File: src/rtl/fetch_ctrl.sv
// Instruction-fetch sequencer: walks the fetch address through instruction
// memory with a single outstanding req/gnt/rvalid transaction and hands each
// fetched word to decode over valid/ready. Handles redirects, squash and halt.
module fetch_ctrl #(
    parameter int unsigned              INSADDR_WIDTH = 32,
    parameter int unsigned              INSTR_WIDTH   = 32,
    parameter logic [INSADDR_WIDTH-1:0] RESET_ADDR    = '0
) (
    input  logic                     clk,
    input  logic                     rst_n,
    input  logic                     start,
    input  logic                     halt,
    input  logic                     redir_valid,
    input  logic [INSADDR_WIDTH-1:0] redir_addr,
    output logic                     imem_req,
    output logic [INSADDR_WIDTH-1:0] imem_addr,
    input  logic                     imem_gnt,
    input  logic                     imem_rvalid,
    input  logic [INSTR_WIDTH-1:0]   imem_rdata,
    output logic                     instr_valid,
    output logic [INSTR_WIDTH-1:0]   instr_data,
    output logic [INSADDR_WIDTH-1:0] instr_addr,
    input  logic                     instr_ready,
    output logic                     busy
);

    localparam int unsigned AW = INSADDR_WIDTH;
    localparam int unsigned DW = INSTR_WIDTH;

    typedef enum logic [2:0] {
        S_IDLE   = 3'd0,
        S_REQ    = 3'd1,
        S_WAIT   = 3'd2,
        S_HOLD   = 3'd3,
        S_HALTED = 3'd4
    } state_e;

    state_e          state_q, state_d;
    logic [AW-1:0]   fetch_addr_q, fetch_addr_d;
    logic [AW-1:0]   inflight_addr_q, inflight_addr_d;
    logic            kill_q, kill_d;
    logic            halt_pend_q, halt_pend_d;

    logic            imem_req_q, imem_req_d;
    logic [AW-1:0]   imem_addr_q, imem_addr_d;
    logic            instr_valid_q, instr_valid_d;
    logic [DW-1:0]   instr_data_q, instr_data_d;
    logic [AW-1:0]   instr_addr_q, instr_addr_d;
    logic            busy_q, busy_d;

    // A halt arriving in the same cycle as a transaction boundary counts too.
    logic            halt_eff;
    logic            deliver;
    logic            in_busy_state;

    assign halt_eff      = halt_pend_q | halt;
    assign in_busy_state = (state_q == S_REQ) || (state_q == S_WAIT) || (state_q == S_HOLD);
    assign deliver       = (state_q == S_WAIT) && imem_rvalid && !kill_q && !redir_valid;

    // State and control registers.
    always_ff @(posedge clk or negedge rst_n) begin
        if (!rst_n) begin
            state_q         <= S_IDLE;
            fetch_addr_q    <= RESET_ADDR;
            inflight_addr_q <= '0;
            kill_q          <= 1'b0;
            halt_pend_q     <= 1'b0;
        end else begin
            state_q         <= state_d;
            fetch_addr_q    <= fetch_addr_d;
            inflight_addr_q <= inflight_addr_d;
            kill_q          <= kill_d;
            halt_pend_q     <= halt_pend_d;
        end
    end

    // Next-state, fetch address, squash and halt bookkeeping.
    always_comb begin
        state_d         = state_q;
        fetch_addr_d    = fetch_addr_q;
        inflight_addr_d = inflight_addr_q;
        kill_d          = kill_q;
        halt_pend_d     = halt_pend_q;

        unique case (state_q)
            S_IDLE, S_HALTED: begin
                if (start && !halt) begin
                    state_d     = S_REQ;
                    halt_pend_d = 1'b0;
                end
            end
            S_REQ: begin
                if (imem_gnt) begin
                    inflight_addr_d = fetch_addr_q;
                    fetch_addr_d    = fetch_addr_q + AW'(1);
                    kill_d          = redir_valid;
                    state_d         = S_WAIT;
                end else if (halt_eff) begin
                    state_d = S_HALTED;
                end
            end
            S_WAIT: begin
                if (imem_rvalid) begin
                    if (kill_q || redir_valid) begin
                        kill_d  = 1'b0;
                        state_d = halt_eff ? S_HALTED : S_REQ;
                    end else begin
                        state_d = S_HOLD;
                    end
                end else if (redir_valid) begin
                    kill_d = 1'b1;
                end
            end
            S_HOLD: begin
                if (redir_valid || instr_ready) begin
                    state_d = halt_eff ? S_HALTED : S_REQ;
                end
            end
            default: state_d = S_IDLE;
        endcase

        // Redirect always overrides the sequential increment.
        if (redir_valid) begin
            fetch_addr_d = redir_addr;
        end
        if (halt && in_busy_state) begin
            halt_pend_d = 1'b1;
        end
    end

    // Output next values, derived from the upcoming state.
    always_comb begin
        imem_req_d    = (state_d == S_REQ);
        imem_addr_d   = fetch_addr_d;
        busy_d        = (state_d == S_REQ) || (state_d == S_WAIT) || (state_d == S_HOLD);
        instr_valid_d = instr_valid_q;
        instr_data_d  = instr_data_q;
        instr_addr_d  = instr_addr_q;

        if (deliver) begin
            instr_valid_d = 1'b1;
            instr_data_d  = imem_rdata;
            instr_addr_d  = inflight_addr_q;
        end else if ((state_q == S_HOLD) && (redir_valid || instr_ready)) begin
            instr_valid_d = 1'b0;
        end
    end

    // Registered outputs.
    always_ff @(posedge clk or negedge rst_n) begin
        if (!rst_n) begin
            imem_req_q    <= 1'b0;
            imem_addr_q   <= RESET_ADDR;
            busy_q        <= 1'b0;
            instr_valid_q <= 1'b0;
            instr_data_q  <= '0;
            instr_addr_q  <= '0;
        end else begin
            imem_req_q    <= imem_req_d;
            imem_addr_q   <= imem_addr_d;
            busy_q        <= busy_d;
            instr_valid_q <= instr_valid_d;
            instr_data_q  <= instr_data_d;
            instr_addr_q  <= instr_addr_d;
        end
    end

    assign imem_req    = imem_req_q;
    assign imem_addr   = imem_addr_q;
    assign busy        = busy_q;
    assign instr_valid = instr_valid_q;
    assign instr_data  = instr_data_q;
    assign instr_addr  = instr_addr_q;

endmodule

File: config.mk
export PLATFORM = sky130hd
export DESIGN_NAME = fetch_ctrl
export DESIGN_NICKNAME = d
export VERILOG_FILES = /design/src/rtl/fetch_ctrl.sv
export SDC_FILE = /design/constraint.sdc
export NUM_CORES = 1
export LEC_CHECK = 0
export ABC_CLOCK_PERIOD_IN_PS = 3600
export CAP_MARGIN = 20
export CORE_ASPECT_RATIO = 0.75
export CORE_MARGIN = 2
export CORE_UTILIZATION = 53
export CTS_BUF_LIST = sky130_fd_sc_hd__clkbuf_4
export DETAILED_ROUTE_END_ITERATION = 16
export PLACE_DENSITY = 0.87
export RECOVER_POWER = 100
export SLEW_MARGIN = 20
export SYNTH_ARGS = -nofsm -noshare
export SYNTH_HDL_FRONTEND = slang
export SYNTH_SLANG_ARGS = --single-unit
File: constraint.sdc
create_clock -name clk -period 3.6 [get_ports clk]
set_input_delay 0.36 -clock clk [delete_from_list [all_inputs] [get_ports clk]]
set_output_delay 0.36 -clock clk [all_outputs]
set_load 0.05 [all_outputs]
### Word level (Yosys, flattened, before mapping)

Cells that the tools add are included.

| word-level totals | value |
|---|---|
| bits in writable memories | 0 |
| logic and storage cells | 70 |
| latch bits | 0 |
| output and inout port bits | 99 |
| memories kept | 0 |
| input bits | 72 |
| memory bits (read-only) | 0 |
| bits in registers | 136 |

| cells by class | value |
|---|---|
| add/subtract/negate cells | 1 |
| magnitude comparators | 0 |
| shift operators | 0 |
| eq/ne operators | 10 |
| div/mod/pow operators | 0 |
| reduce and logical (&&, ||, !) cells | 27 |
| $mul | 0 |
| multiplexer cells | 21 |
| bitwise logic cells | 1 |

Operator list:

| operator | count |
|---|---|
| $mux 32 | 3 |
| $add 32x1->32 const B | 1 |
| $mux 3 | 7 |
| $eq 3x2->1 const B | 4 |
| $pmux 3 s4 | 1 |
| $reduce_bool 2->1 | 6 |
| $mux 1 | 9 |
| $eq 3x1->1 const B | 2 |
| $logic_and 1x1->1 | 6 |
| $logic_or 1x1->1 | 6 |
| $reduce_and 2->1 | 3 |
| $reduce_and 4->1 | 1 |
| $eq 3x3->1 const B | 1 |
| $logic_not 1->1 | 3 |
| $logic_not 3->1 | 1 |
| $ne 3x2->1 const B | 1 |
| $ne 3x3->1 const B | 1 |
| $ne 2x2->1 const B | 1 |
| $pmux 1 s2 | 1 |
| $reduce_or 2->1 | 1 |
| $or 1x1->1 | 1 |

### Logic depth before layout (Yosys ltp)

Gate-level depths: netlist (run 1).

| depth | value |
|---|---|
| depth after elaboration | 8 |
| gate-level depth with buffers | 8 |
| mapped depth without buffers | 6 |

### Worst setup path after synthesis (run 1)

Ideal clock, no wire load.

| timing | value |
|---|---|
| path kind | register to register |
| start | register, netlist name imem_addr[8] |
| end | register imem_addr_q[31] (netlist: imem_addr[31]) |
| setup time | 0.125 ns |
| stages on the path, launching flop included | 7 |
| data required time | 3.475 ns |
| arrival time | 2.152 ns |
| path buffers | 1 |
| setup slack | 1.323 ns |
| period minus slack after synthesis | 2.277 ns |
| cell sequence | dfrtp_1 -> clkbuf_2 -> nand4_1 -> nor4_1 -> nand4_1 -> xnor2_1 -> mux2_2 |

RTL lines:

| what | line | RTL |
|---|---|---|
| end signal, assigned | 160 | `imem_addr_q <= imem_addr_d;` |
| end, declared | 45 | `logic [AW-1:0] imem_addr_q, imem_addr_d;` |

### Worst setup path in the final report (run 1)

| timing | value |
|---|---|
| start | register state_q[2] |
| end | register instr_data_q[20] (netlist: instr_data[20]) |

| between the ends | value |
|---|---|
| word-level cells in the longest chain between the ends | 4 |

Ends and longest elaborated chain:

| what | line | RTL |
|---|---|---|
| start, declared | 38 | `state_e state_q, state_d;` |
| start signal, assigned | 69 | `state_q <= state_d;` |
| $eq 3x2->1 | 58 | `assign deliver = (state_q == S_WAIT) && imem_rvalid && !kill_q && !redir_valid;` |
| $logic_and 1x1->1 (3 in series) | 58 |  |
| end signal, assigned | 163 | `instr_data_q <= instr_data_d;` |
| end, declared | 47 | `logic [DW-1:0] instr_data_q, instr_data_d;` |

Every way passes these cells.
A chain may end at the register's enable or synchronous reset.

==> impl_metrics.py, run 1 <==
metrics = {
    "run_status": {
        "status": "completed",
    },
    "hold_path": {
        "worstHoldPathCells": 3,
        "hold_class": "in2reg",
    },
    "global_routing": {
        "antenna_found_initial": 0,
        "track_usage": 0.254,
        "first_global_vias": 4610,
        "overflow": 0,
        "grt_pass1_wl_um": 23100,
        "grt_max_degree": 120,
    },
    "sta": {
        "worst_slew_pin_slew_ps": 1340,
        "rsz0062_at_grt": "false",
        "finClkSkew_ps": 16.5,
        "min_period_ps": 2850,
        "setup_violations": 0,
        "hold_viol_final": 0,
        "fin_crit_sh": 0.792,
        "drv_slew": 0,
        "relSlewSlack": 0.102,
        "setup_tns_ps": 0,
        "max_freq_mhz": 351,
    },
    "floorplan": {
        "die_area_um2": 11700,
        "coreArea_um2": 10400,
        "rows": 32,
        "die_h_um": 94.2,
        "die_width_um": 124,
        "start_util": 0.552,
        "io_pins": 171,
    },
    "place": {
        "dp_hpwl_um": 10200,
        "place_congestion": 0.899,
        "io_buffers": 170,
    },
    "drt": {
        "drtIter0Drc": 297,
        "drc_errors": 0,
        "wire_per_inst_um": 17.4,
        "ant_nets": 0,
        "first_pass_iters": 4,
        "viasPerCell": 5.55,
        "vias": 4593,
        "drt_wl_total_um": 14400,
    },
    "finish": {
        "nets": 753,
        "post-route-util": 0.753,
        "mostFrequentLayoutCells": "dfrtp_1 (136), nand2_1 (128), dlygate4sd3_1 (101)",
        "area_growth_pct": 36.3,
        "layout_commonest_cell": "dfrtp_1",
        "final_layout_size_suffix_gt1_frac": 0.149,
        "diodes": 0,
    },
    "clock_tree": {
        "h-tree-depth": 4,
        "clk_latency_ps": 540,
        "post-cts-setup-buffers": 0,
        "cts_buffer_depth": 2,
        "post_cts_resized": 0,
        "root_buffer": "clkbuf_4",
        "cts_tree": "done",
        "cts_buffers": 17,
        "clock_sinks": 136,
        "cts.reportedPaths.clkPinSlew_ps": 120,
    },
    "yosys": {
        "yosysWarnings": 0,
        "muxShareOfSynthArea": 0.133,
        "ys_seq_elements": 136,
        "synth_top_family_by_area": "simple AND/OR/NAND/NOR gates",
        "syn_inst": 509,
        "synthesis.nets": 582,
        "yosys.area_share.adder": 0.00218,
        "synth_xor_area_frac": 0.0442,
        "yosys.area_share.simple": 0.161,
        "syn_area_um2": 5750,
        "netlist-cell-type-count": 39,
        "synth_area_per_cell_um2": 11.3,
        "yosysSeqAreaShare": 0.592,
        "synth_compound_area_frac": 0.0444,
    },
    "setup_path": {
        "worst_setup_path_start_kind": "register",
        "crit_arrival_ps": 3270,
        "end_kind": "register",
        "r2r_cells": 6,
        "crit_fanout": 40,
        "path_class": "reg2reg",
        "required_ps": 4020,
    },
    "pwr": {
        "power_density_nw_per_um2": 786,
        "power.leakage_nw": 3.71,
        "ir_drop_v": 0.000755,
    },
    "job": {
        "cap_violations": 0,
    },
}
synth_stat cells, drive strengths merged:
cell type | number | area share
dfrtp | 136 | 0.59
nand2 | 128 | 0.084
mux2 | 67 | 0.13
o21ai | 36 | 0.031
xor2 | 22 | 0.034
nand4 | 17 | 0.020
clkbuf | 15 | 0.010
nand3 | 11 | 0.012
nor2 | 11 | 0.0072
buf | 10 | 0.0094
inv | 7 | 0.0046
nor3 | 7 | 0.0061
xnor2 | 7 | 0.011
and3 | 4 | 0.0044
a21oi | 3 | 0.0026
and2 | 3 | 0.0033
and4 | 3 | 0.0046
nand2b | 3 | 0.0033
nor4 | 3 | 0.0059
a31oi | 2 | 0.0022
nor2b | 2 | 0.0022
a2111oi | 1 | 0.0015
a211o | 1 | 0.0015
a211oi | 1 | 0.0013
a21o | 1 | 0.0013
a22oi | 1 | 0.0013
ha | 1 | 0.0022
mux2i | 1 | 0.0017
nand3b | 1 | 0.0013
nand4bb | 1 | 0.0048
nor4bb | 1 | 0.0017
o21bai | 1 | 0.0013
or3 | 1 | 0.0011
stage by stage:
| step | area [um2] | power [mW] | instances | worst slack [ps] | hold WS (ps) |
|---|---|---|---|---|---|
| after global placement | 7580 | 5.23 | 796 | 1190 | 457 |
| final | 7840 | 6.16 | 828 | 749 | 248 |
| after CTS | 7880 | 6.36 | 828 | 1220 | 217 |
| after floorplan | 5750 | 4.26 | 509 | 1320 | 64.4 |
| after detailed placement | 7580 | 5.33 | 796 | 1010 | 463 |
| after global routing | 7840 | 6.45 | 828 | 558 | 247 |
path summary, 6_finish.rpt:
| check | startpoint | endpoint | slack, ps |
|---|---|---|---|
| min in group asynchronous | rst_n | instr_data[8] | 490 |
| min reg2reg | inflight_addr_q[18] | inflight_addr_q[18] | 490 |
| max reg2reg | state_q[2] | instr_data[20] | 750 |
| max | state_q[2] | instr_data[20] | 750 |
| min | redir_valid | imem_addr[2] | 250 |
| max in group asynchronous | rst_n | inflight_addr_q[11] | 1660 |
report_power, final:
part	switching (mW)	internal, mW	total (mW)
clock	0.558	0.470	1.03
combinational	1.81	0.922	2.74
sequential	0.344	2.05	2.40
total	2.72	3.45	6.16
routing by layer:
metal  part of all wire  vias up  routed length [um]  GRT usage
li1                   -     2079                   -          -
met1               0.43     2275                6160      0.336
met2               0.48      202                6930      0.408
met3              0.077       37                1110     0.0849
met4              0.016        0                 231     0.0702
met5                  0        -                   0          0
critical path, cell delays in order, from the launching register on:
cell,delay [ps]
dfrtp_1,480
nand2b_1,200
nor2_1,180
and2_0,230
nand2_1,800
buf_12,510
mux2_2,310
cells by family after synthesis:
family	after synthesis
XOR/XNOR	29
flip-flops	136
adder cells (fa/ha/maj)	1
AND/OR/NAND/NOR	196
buffers and inverters	32
AO/OA/AOI/OAI	47
multiplexers	68
state kept, by name, summed over array words and instances, names as in the netlist, 3 cells and up:
register / count
imem_addr: 32
instr_data: 32
inflight_addr_q: 32
state_q: 3
instr_addr: 32
area by class of cell:
class                      count  area (um2)
tap                          136         170
timing repair buffer         177        1760
sequential                   136        3400
inverter                       7        26.3
fill                         661        2570
multi-input combinational    341        2200
clock inverter                14         158
clock buffer                  17         128
repair_timing:
action | 4_1_cts | 5_1_grt
endpoints found under the hold margin | 8 | 0
endpoints found under the setup margin | 0 | 0
hold buffers | 1 | 0
Note: power is estimated with default switching activity, not from simulation.
==> inputs of run 2 (changes only) <==
--- a/config.mk
+++ b/config.mk
@@ -5,14 +5,14 @@
 export SDC_FILE = /design/constraint.sdc
 export NUM_CORES = 1
 export LEC_CHECK = 0
-export ABC_CLOCK_PERIOD_IN_PS = 3600
+export ABC_CLOCK_PERIOD_IN_PS = 2900
 export CAP_MARGIN = 20
 export CORE_ASPECT_RATIO = 0.75
 export CORE_MARGIN = 2
-export CORE_UTILIZATION = 53
+export CORE_UTILIZATION = 49
 export CTS_BUF_LIST = sky130_fd_sc_hd__clkbuf_4
 export DETAILED_ROUTE_END_ITERATION = 16
-export PLACE_DENSITY = 0.87
+export PLACE_DENSITY = 0.82
 export RECOVER_POWER = 100
 export SLEW_MARGIN = 20
 export SYNTH_ARGS = -nofsm -noshare
==> constraint.sdc (replaced) <==
create_clock -name clk -period 2.9 [get_ports clk]
set_input_delay 0.29 -clock clk [delete_from_list [all_inputs] [get_ports clk]]
set_output_delay 0.29 -clock clk [all_outputs]
set_load 0.05 [all_outputs]
==> run 2 against run 1 <==
  * The flow now finishes with violations (capacitance limit, slew limit)
  * Combinational power is 24% higher
  * Sequential share of layout area fell by 0.083 points
  * Critical path depth decreased by 1
  * Via count decreased by 3.0%
  * Register-to-register slack worse by 370 ps
  * Final area grew 0.19%
  * Die area is 7.9% higher
  * Clock-buffer cell count stayed put
  * Fmax increased by 13%
  * Setup slack worse by 370 ps
  * Highest routed layer unchanged
  * Global-route usage decreased by 2.1 points
==> impl_metrics.py, run 2 (synthesis results as in run 1) <==
metrics = {
    "run_status": {
        "failed_checks": "capacitance limit, slew limit",
        "status": "finished, violations left",
    },
    "drt": {
        "viasPerCell": 5.19,
        "drt_wl_total_um": 14300,
        "ant_nets": 0,
        "wire_per_inst_um": 16.6,
        "drc_errors": 0,
        "drtIter0Drc": 318,
        "first_pass_iters": 6,
        "vias": 4457,
    },
    "pwr": {
        "power_density_nw_per_um2": 952,
        "ir_drop_v": 0.000626,
        "power.leakage_nw": 3.70,
    },
    "sta": {
        "rsz0062_at_grt": "false",
        "hold_viol_final": 0,
        "min_period_ps": 2520,
        "setup_violations": 0,
        "relSlewSlack": -0.429,
        "setup_tns_ps": 0,
        "fin_crit_sh": 0.869,
        "drv_slew": 88,
        "max_freq_mhz": 397,
        "worst_slew_pin_slew_ps": 2140,
        "finClkSkew_ps": 24.3,
    },
    "finish": {
        "area_growth_pct": 36.6,
        "diodes": 0,
        "mostFrequentLayoutCells": "dfrtp_1 (136), nand2_1 (127), dlygate4sd3_1 (100)",
        "nets": 758,
        "layout_commonest_cell": "dfrtp_1",
        "stdcell_count": 858,
        "final_layout_size_suffix_gt1_frac": 0.158,
    },
    "setup_path": {
        "cp_top_family": "buffers and inverters",
        "end_kind": "register",
        "required_ps": 3360,
        "crit_arrival_ps": 2980,
        "worstReg2RegEnd": "kill_q",
        "path_class": "reg2reg",
        "r2r_cells": 5,
        "r2r_start": "state_q[1]",
        "worst_setup_path_start_kind": "register",
        "worst_path_max_delay_cell": "clkbuf_1",
        "cp_num_cells": 5,
        "max_stage_delay_ps": 810,
        "crit_fanout": 23,
        "rrSetupSlack_ps": 380,
        "critPathBufInv": 2,
        "crit_path_cell_trace": "nor4bb_4, clkbuf_1, clkbuf_2, o21ai_0, a21oi_1",
    },
    "global_routing": {
        "grt_pass1_wl_um": 22900,
        "grt_max_degree": 89,
        "first_global_vias": 4534,
        "overflow": 0,
        "track_usage": 0.233,
        "antenna_found_initial": 0,
    },
    "floorplan": {
        "die_area_um2": 12600,
        "die_h_um": 97.8,
        "coreArea_um2": 11500,
        "io_pins": 171,
        "start_util": 0.499,
        "rows": 34,
        "die_width_um": 129,
    },
    "place": {
        "io_buffers": 170,
        "place_congestion": 0.840,
        "dp_cells": 827,
        "dp_hpwl_um": 10400,
    },
    "clock_tree": {
        "clk_latency_ps": 550,
        "cts_buffers": 17,
        "cts.reportedPaths.clkPinSlew_ps": 120,
        "post_cts_resized": 0,
        "post-cts-setup-buffers": 0,
        "h-tree-depth": 4,
        "cts_tree": "done",
        "cts_buffer_depth": 2,
        "clock_sinks": 136,
        "root_buffer": "clkbuf_4",
    },
    "job": {
        "cap_violations": 1,
    },
    "hold_path": {
        "hold_class": "in2reg",
        "worstHoldPathCells": 3,
        "min_delay_worst_endpoint": "imem_addr[8]",
        "hp-start": "redir_valid",
    },
}
-- run 2: cell count changes in the layout (fill, tap and decap cells not counted), sizes merged --
cell and delta:
clkdlybuf4s50 +1, clkinvlp +3, inv +1, dlygate4sd3 -1, clkinv -3, clkbuf +1
bufinv -2, buf +4
-- run 2: report_power, final --
| group | leakage (nW) | total [mW] | internal, mW | switching (mW) |
|---|---|---|---|---|
| logic | 1.85 | 3.39 | 1.15 | 2.24 |
| clock network | 0.117 | 1.10 | 0.408 | 0.695 |
| registers | 1.73 | 2.98 | 2.55 | 0.432 |
| total | 3.70 | 7.48 | 4.11 | 3.36 |
-- run 2: worst max path at each step --
stage                       startpoint            end  slack (ps)
after floorplan           imem_addr[8]  imem_addr[31]         620
after global placement        imem_gnt  imem_addr[26]         510
after detailed placement      imem_gnt  imem_addr[26]         480
after CTS                 imem_addr[0]   imem_addr[0]         610
after global routing        state_q[1]         kill_q         270
final                       state_q[1]         kill_q         380
-- run 2: cell type report --
| type | instances | area, um2 |
|---|---|---|
| Tap cell | 162 | 203 |
| Multi-Input combinational cell | 341 | 2200 |
| Clock buffer | 17 | 128 |
| Clock inverter | 13 | 108 |
| Fill cell | 880 | 3680 |
| Sequential cell | 136 | 3400 |
| Timing Repair Buffer | 182 | 1790 |
| Inverter | 7 | 26.3 |
-- run 2: timing repair --
action | in CTS | in global routing
hold buffers | 1 | 0
endpoints found under the hold margin | 86 | 0
setup endpoints to repair | 0 | 0
-- run 2: metal layers --
| layer | routed length (um) | global-route usage | up-vias |
|---|---|---|---|
| met5 | 0 | 0 | - |
| met4 | 114 | 0.0753 | 0 |
| met3 | 1240 | 0.0701 | 17 |
| met2 | 6780 | 0.368 | 190 |
| met1 | 6120 | 0.313 | 2175 |
| li1 | - | - | 2075 |
-- run 2: worst min-delay path: cells and delay by family --
kind | cells | cell delay [ps]
buffers and inverters | 1 | 150
AOI/OAI and AO/OA | 1 | 70
and+or+nand+nor | 1 | 60
-- run 2: metrics by stage --
stage | hold WS [ps] | util | power (mW) | instance area [um2] | setup WS, ps
3_5_place_dp | 411 | 0.664 | 6.62 | 7650 | 477
6_report | 84.1 | 0.681 | 7.48 | 7850 | 381
2_1_floorplan | -5.59 | - | 5.28 | 5750 | 623
3_3_place_gp | 400 | 0.664 | 6.50 | 7650 | 512
5_1_grt | 61.2 | 0.681 | 7.87 | 7850 | 275
4_1_cts | 42.5 | 0.685 | 7.72 | 7900 | 611
==> inputs of run 3 (changes only) <==
--- a/config.mk
+++ b/config.mk
@@ -8,7 +8,6 @@
 export ABC_CLOCK_PERIOD_IN_PS = 2900
 export CAP_MARGIN = 20
 export CORE_ASPECT_RATIO = 0.75
-export CORE_MARGIN = 2
 export CORE_UTILIZATION = 49
 export CTS_BUF_LIST = sky130_fd_sc_hd__clkbuf_4
 export DETAILED_ROUTE_END_ITERATION = 16
==> run 3 against run 2 <==
  * The run still ends with capacitance limit, slew limit left
  * Wire length shrank 2.9%
  * Critical path depth grew 1
  * Non-clock buffer count shrank 1
  * Clock-buffer cell count is the same
  * Combinational power is essentially flat
  * Fmax grew 4.1%
  * First-iteration DRC count shrank 4.1%
  * Global-route usage grew 0.68 points
  * Clock power grew 28%
  * Setup slack gained 98 ps
==> impl_metrics.py, run 3 (synthesis results as in run 1) <==
metrics = {
    "setup_path": {
        "end_kind": "register",
        "crit_arrival_ps": 2850,
        "required_ps": 3330,
        "crit_fanout": 37,
        "r2r_cells": 6,
        "path_class": "reg2reg",
        "worst_setup_path_start_kind": "register",
    },
    "finish": {
        "post-route-util": 0.709,
        "area_growth_pct": 37.9,
        "nFillCells": 807,
        "final_layout_size_suffix_gt1_frac": 0.155,
        "layout_commonest_cell": "dfrtp_1",
        "nets": 757,
        "mostFrequentLayoutCells": "dfrtp_1 (136), nand2_1 (127), dlygate4sd3_1 (100)",
        "multiInputGateArea_um2": 2200,
        "area.sequential_um2": 3400,
        "diodes": 0,
    },
    "clock_tree": {
        "cts.reportedPaths.clkPinSlew_ps": 120,
        "cts_buffer_depth": 2,
        "root_buffer": "clkbuf_4",
        "post-cts-setup-buffers": 0,
        "h-tree-depth": 4,
        "cts_buffers": 17,
        "clk_latency_ps": 540,
        "cts_tree": "done",
        "clock_sinks": 136,
    },
    "drt": {
        "vias": 4443,
        "drc_errors": 0,
        "first_pass_iters": 5,
        "wire_per_inst_um": 16.2,
        "drtIter0Drc": 305,
        "drt_wl_total_um": 13800,
        "ant_nets": 0,
        "viasPerCell": 5.20,
    },
    "pwr": {
        "combPwrFrac": 0.437,
        "internal_power_mw": 4.38,
        "p_sw_frac": 0.434,
        "clkPwrFrac": 0.182,
        "p_switching_mw": 3.36,
        "ir_drop_v": 0.000605,
        "p_seq_frac": 0.381,
        "power_density_nw_per_um2": 977,
        "power.leakage_nw": 3.74,
    },
    "sta": {
        "rsz0062_at_grt": "false",
        "drv_slew": 66,
        "relSlewSlack": -0.118,
        "hold_slack_ps": 139,
        "max_freq_mhz": 413,
        "fin_crit_sh": 0.835,
        "hold_viol_final": 0,
        "setup_tns_ps": 0,
        "worst_slew_pin_slew_ps": 1680,
        "min_period_ps": 2420,
        "finClkSkew_ps": 20.1,
        "setup_violations": 0,
    },
    "floorplan": {
        "rows": 33,
        "io_pins": 171,
        "coreArea_um2": 11200,
        "start_util": 0.514,
        "die_area_um2": 12200,
        "die_width_um": 127,
        "die_h_um": 95.8,
    },
    "run_status": {
        "status": "finished, violations left",
        "failed_checks": "capacitance limit, slew limit",
    },
    "global_routing": {
        "grt_pass1_wl_um": 22000,
        "antenna_found_initial": 0,
        "grt_max_degree": 72,
        "first_global_vias": 4358,
        "track_usage": 0.240,
        "overflow": 0,
    },
    "place": {
        "place_congestion": 0.793,
        "io_buffers": 170,
        "dp_hpwl_um": 9900,
    },
    "hold_path": {
        "hold_class": "in2reg",
        "worstHoldPathCells": 3,
    },
    "job": {
        "cap_violations": 1,
    },
}
run 3: cell count changes in the layout (fill, tap and decap cells not counted), sizes merged:
cell | previous run | this run
clkinvlp | 5 | 1
bufinv | 1 | 4
buf | 8 | 6
clkinv | 5 | 7
clkbuf | 22 | 23
inv | 9 | 10
run 3: final timing paths:
| path | from | end | slack, ps |
|---|---|---|---|
| worst max register to register | state_q[2] | instr_data[0] | 480 |
| min in group asynchronous | rst_n | instr_addr[2] | 700 |
| worst min-delay path | redir_valid | imem_addr[14] | 140 |
| max in group asynchronous | rst_n | inflight_addr_q[24] | 1090 |
| worst min register to register | inflight_addr_q[27] | inflight_addr_q[27] | 490 |
| worst max-delay path | state_q[2] | instr_data[0] | 480 |
run 3: per-stage QoR:
step                instance area (um2)  setup WS (ps)  instances  power (mW)
floorplan                          5750            623        509        5.28
global placement                   7660            616        821        6.49
detailed placement                 7660            523        821        6.61
CTS                                7990            601        854        8.02
global route                       7930            306        854        8.14
finish                             7930            479        854        7.75
run 3: worst max-delay path, stage by stage (launching register included):
cell and delay [ps]:
dfrtp_1 460, nand2b_1 200, nor2_1 150, and2_0 230, nand2_2 560, buf_12 410
mux2_2 290
run 3: metal layers:
| metal | global-route usage | up-vias | part of all wire |
|---|---|---|---|
| met5 | 0 | - | 0 |
| met4 | 0.0784 | 0 | 0.0076 |
| met3 | 0.0745 | 10 | 0.074 |
| met2 | 0.387 | 175 | 0.46 |
| met1 | 0.312 | 2163 | 0.46 |
| li1 | - | 2095 | - |
run 3: final cells by class:
class,count,share of cell area
inverter,7,0.00331
clock inverter,15,0.0249
clock buffer,17,0.0161
sequential,136,0.429
tap,157,0.0248
multi-input combinational,341,0.277
timing repair buffer,181,0.225
run 3: timing repair:
item	4_1_cts	5_1_grt
resized for setup	0	0
hold buffers	1	0
hold endpoints to repair	65	0
run 3: power groups by stage:
stage / Combinational [mW] / Clock, mW / Sequential (mW)
after global routing: 3.57 / 1.52 / 3.04
final: 3.39 / 1.41 / 2.95
after CTS: 3.60 / 1.44 / 2.98
after global placement: 3.51 / 0 / 2.98
after detailed placement: 3.59 / 0 / 3.02
after floorplan: 0.839 / 0 / 4.44
